--- config.mk ---
export PLATFORM = sky130hd
export DESIGN_NAME = data_mem_responder
export DESIGN_NICKNAME = d
export VERILOG_FILES = /design/src/rtl/data_mem_responder.sv
export SDC_FILE = /design/constraint.sdc
export NUM_CORES = 2
export LEC_CHECK = 0
export CELL_PAD_IN_SITES_DETAIL_PLACEMENT = 1
export CELL_PAD_IN_SITES_GLOBAL_PLACEMENT = 1
export CORE_ASPECT_RATIO = 2
export CORE_MARGIN = 2
export CORE_UTILIZATION = 40
export DETAILED_ROUTE_END_ITERATION = 10
export GPL_TIMING_DRIVEN = 1
export MAX_ROUTING_LAYER = met4
export PLACE_DENSITY_LB_ADDON = 0.1
export SYNTH_ARGS = -nofsm -noshare
export SYNTH_HDL_FRONTEND = slang
export SYNTH_SLANG_ARGS = --single-unit
--- constraint.sdc ---
create_clock -name clk_i -period 3.9 [get_ports clk_i]
set_clock_uncertainty 0.15 [all_clocks]
set_input_delay 1.17 -clock clk_i [delete_from_list [all_inputs] [get_ports clk_i]]
set_output_delay 1.17 -clock clk_i [all_outputs]
set_load 0.05 [all_outputs]
--- src/rtl/data_mem_responder.sv ---
// Data-memory responder: one outstanding load/store at a time, answered exactly
// LATENCY cycles after acceptance, with alignment/range faults and reset-cleared storage.
module data_mem_responder #(
  parameter int LATENCY = 4,
  parameter int DEPTH   = 32
) (
  input  logic        clk_i,
  input  logic        rst_i,
  input  logic        req_i,
  input  logic        we_i,
  input  logic [31:0] addr_i,
  input  logic [31:0] wdata_i,
  output logic        ack_o,
  output logic [31:0] rdata_o,
  output logic        busy_o,
  output logic        err_o
);
  localparam int         AW       = $clog2(DEPTH);
  localparam logic [3:0] CNT_INIT = 4'(LATENCY - 1);

  typedef enum logic [1:0] {
    IDLE = 2'd0,
    WAIT = 2'd1,
    RESP = 2'd2
  } state_t;

  typedef struct packed {
    logic        we;
    logic [31:0] addr;
    logic [31:0] wdata;
  } mem_req_t;

  state_t                  state;
  logic [3:0]              cnt;
  mem_req_t                req_q;
  logic [DEPTH-1:0][31:0]  mem;

  logic                    src_we;
  logic [31:0]             src_addr;
  logic [AW-1:0]           src_idx;
  logic                    src_fault;
  logic [31:0]             src_rdata;
  logic [AW-1:0]           wr_idx;

  // The response is computed on the edge that enters RESP. With LATENCY=1 that
  // edge is the acceptance edge itself, so the live inputs stand in for req_q.
  assign src_we    = (state == IDLE) ? we_i   : req_q.we;
  assign src_addr  = (state == IDLE) ? addr_i : req_q.addr;
  assign src_idx   = src_addr[AW+1:2];
  assign src_fault = (src_addr[1:0] != 2'b00) || (src_addr[31:AW+2] != '0);
  assign src_rdata = (src_we || src_fault) ? 32'h0 : mem[src_idx];
  assign wr_idx    = req_q.addr[AW+1:2];

  assign busy_o = rst_i && ((state != IDLE) || req_i);

  always_ff @(posedge clk_i or negedge rst_i) begin
    if (!rst_i) begin
      state   <= IDLE;
      cnt     <= '0;
      req_q   <= '0;
      ack_o   <= 1'b0;
      err_o   <= 1'b0;
      rdata_o <= '0;
      mem     <= '0;
    end else begin
      case (state)
        IDLE: begin
          if (req_i) begin
            req_q <= '{we: we_i, addr: addr_i, wdata: wdata_i};
            cnt   <= CNT_INIT;
            if (LATENCY > 1) begin
              state <= WAIT;
            end else begin
              state   <= RESP;
              ack_o   <= 1'b1;
              err_o   <= src_fault;
              rdata_o <= src_rdata;
            end
          end
        end
        WAIT: begin
          if (cnt != 4'd0) cnt <= cnt - 4'd1;
          if (cnt <= 4'd1) begin
            state   <= RESP;
            ack_o   <= 1'b1;
            err_o   <= src_fault;
            rdata_o <= src_rdata;
          end
        end
        RESP: begin
          // err_o holds the fault flag of the request being answered
          if (req_q.we && !err_o) mem[wr_idx] <= req_q.wdata;
          state   <= IDLE;
          ack_o   <= 1'b0;
          err_o   <= 1'b0;
          rdata_o <= '0;
        end
        default: state <= IDLE;
      endcase
    end
  end
endmodule

==> qor.yml <==
place:
  place_congestion: 0.834
  dp_hpwl_microns: 120000
  numPortBuffers: 102
finish:
  drive_above_1_share_pct: 40.0
  final_common_cell: "dfrtp_1"
  fillCellCount: 13039
  area_growth_pct: 17.5
  mostFrequentLayoutCells: "dfrtp_1, mux2_2, nand2_1"
  nets: 4276
setup_path:
  worstSetupEndpointType: "output pin"
  critPathRequiredTime_ns: 2.58
  critPathLaunchType: "register"
  cp.arrival_ns: 2.36
  path_max_fanout: 14
  critPathKind: "register to output pin"
clocking:
  cts_buffers: 107
  clock_sinks: 1129
  tritoncts: "built"
  clk-insertion-delay-late_ns: 0.73
  clk_path_buf_depth: 3
  post_cts_resized: 0
  clkSlewWorstSetupHoldPaths_ns: 0.07
  cts-root-buf: "clkbuf_16"
  postCtsSetupRepairBufs: 0
  cts_hold_buf: 0
  htree_levels: 3
timing:
  drv_slew: 0
  setup_tns_ns: 0
  finalCritPeriodShare_pct: 94.2
  timing.slew.headroom_pct: 20.1
  timing.fmax_mhz: 272
  tightestPinTransition_ns: 1.20
  hold_viol_final: 0
  grt_setup_unrepaired: "no"
  finalSetupViolCount: 0
  min_period_ns: 3.68
power:
  power_w: 0.0432
  powerDensity_nw_per_um2: 708
  leakage_nw: 29.2
  ir_worst_vdd_v: 0.000460
logic_synthesis:
  ys_ff_latch: 1129
  synth_area_sq_um: 52000
  seq_area_frac_synth_pct: 54.3
  synth_edf_count: 0
  syn_nets: 4123
  synth_flop_cell: "dfrtp_1"
  avgSynthCellArea_sq_um: 12.8
  synth_cell_type_count: 63
  syn_inst: 4053
  yosys_warnings: 0
  async_flop_share_pct: 100
floorplan:
  ios: 103
  die_area_sq_um: 133000
  rows: 187
  core_region_area_sq_um: 129000
  die_w_microns: 259
  initial_core_util_pct: 40.2
  fp.dieH_microns: 514
outcome:
  status: "completed"
drt:
  wl_microns: 188000
  dr_total_vias: 35266
  drtIter0Drc: 2011
  drtPass1Iterations: 5
  viasPerCell: 5.88
  ant_nets: 0
  route.detailed.drc: 0
  wire_per_inst_microns: 31.3
global_route:
  grt_use_total_pct: 29.3
  grt_max_degree: 159
  grt_pass1_wl_microns: 275000
  antenna_found_initial: 3
  overflow: 0
  grt_pass1_vias: 38387
worst_hold_path:
  hold_path_class: "input port to asynchronous set/reset pin"
flow_run:
  max_cap_viol_count: 0
-- power breakdown --
group          internal, W  switching, W  total (W)
Sequential          0.0132       0.00257     0.0158
Combinational      0.00658       0.00943     0.0160
Clock              0.00664       0.00484     0.0115
Total               0.0264        0.0168     0.0432
-- final cells by class --
cell class | count | area [sq um] | area share [%]
sequential | 1129 | 28300 | 46.2
multi-input combinational | 2527 | 22200 | 36.3
timing repair buffer | 438 | 4660 | 7.62
clock buffer | 161 | 3340 | 5.46
tap | 1701 | 2130 | 3.48
clock inverter | 38 | 518 | 0.848
inverter | 3 | 11.3 | 0.0184
antenna | 1 | 2.50 | 0.00409
-- path summary, 6_finish.rpt --
| kind | startpoint | to | slack (ns) | cells past startpoint |
|---|---|---|---|---|
| worst min register to register | mem[135]$_DFFE_PN0P_ | mem[135]$_DFFE_PN0P_ | 0.33 | 1 |
| worst max register to register | state[1]$_DFFE_PN0P_ | rdata_o[4]$_DFFE_PN0P_ | 0.43 | 9 |
| worst max-delay path | state[1]$_DFFE_PN0P_ | busy_o | 0.22 | 3 |
| min in group clk_i | mem[135]$_DFFE_PN0P_ | mem[135]$_DFFE_PN0P_ | 0.33 | 1 |
| worst min-delay path | rst_i | req_q[61]$_DFFE_PN0P_ | 0.14 | 1 |
| max in group asynchronous | rst_i | req_q[31]$_DFFE_PN0P_ | 1.79 | 3 |
-- metrics by stage --
stage	area (sq um)	std cells	setup WS [ns]	hold slack, ns	util [%]
global placement	57300	5798	-0.427	0.309	44.3
CTS	61100	5997	0.149	0.0942	47.2
floorplan	52000	4053	0.705	0.299	-
detailed placement	57300	5798	-0.491	0.324	44.3
finish	61100	5998	0.225	0.140	47.2
global route	61100	5998	0.161	0.112	47.2
-- per-layer routing --
metal / up-vias / share of wire, % / track usage [%]
met5: - / 0 / -
met4: 0 / 3.8 / 10.5
met3: 302 / 2.9 / 2.82
met2: 678 / 53 / 51.8
met1: 19252 / 41 / 34.6
li1: 15034 / - / -
-- cell families after synthesis --
group                    count (synthesis)  share of synthesized area (%)
multiplexers                          1306                           28.3
buffers and inverters                  397                           3.53
AND/OR/NAND/NOR                        689                           6.29
adder cells (fa/ha/maj)                  2                         0.0481
XOR/XNOR                                 2                         0.0337
flip-flops                            1129                           54.3
AO/OA/AOI/OAI                          528                           7.47
-- sequential cells by signal, indices dropped and copies added (netlist names) --
signal   count
state        2
mem       1024
req_q       65
cnt          4
ack_o        1
rdata_o     32
err_o        1
-- worst max-delay path, stage by stage (launching register included) --
cell and delay (ns):
dfrtp_1 0.64, or2_2 0.57, o21a_1 0.26, buf_12 0.15
-- cell usage after synthesis, drive strengths merged (24+ instances only) --
master	number	area [sq um]
mux2i	194	1960
dfrtp	1129	28300
a211o	32	280
nor2	112	428
nor3	28	140
a32oi	33	289
a21oi	74	370
o21ai	114	582
nand4	33	206
o2111ai	24	210
and3	95	594
a221oi	35	450
a211oi	117	878
and2	26	163
nand3	51	255
nand2	293	1120
clkbuf	196	736
mux2	1089	12300
buf	198	1090
Note: power is estimated with default switching activity, not from simulation.
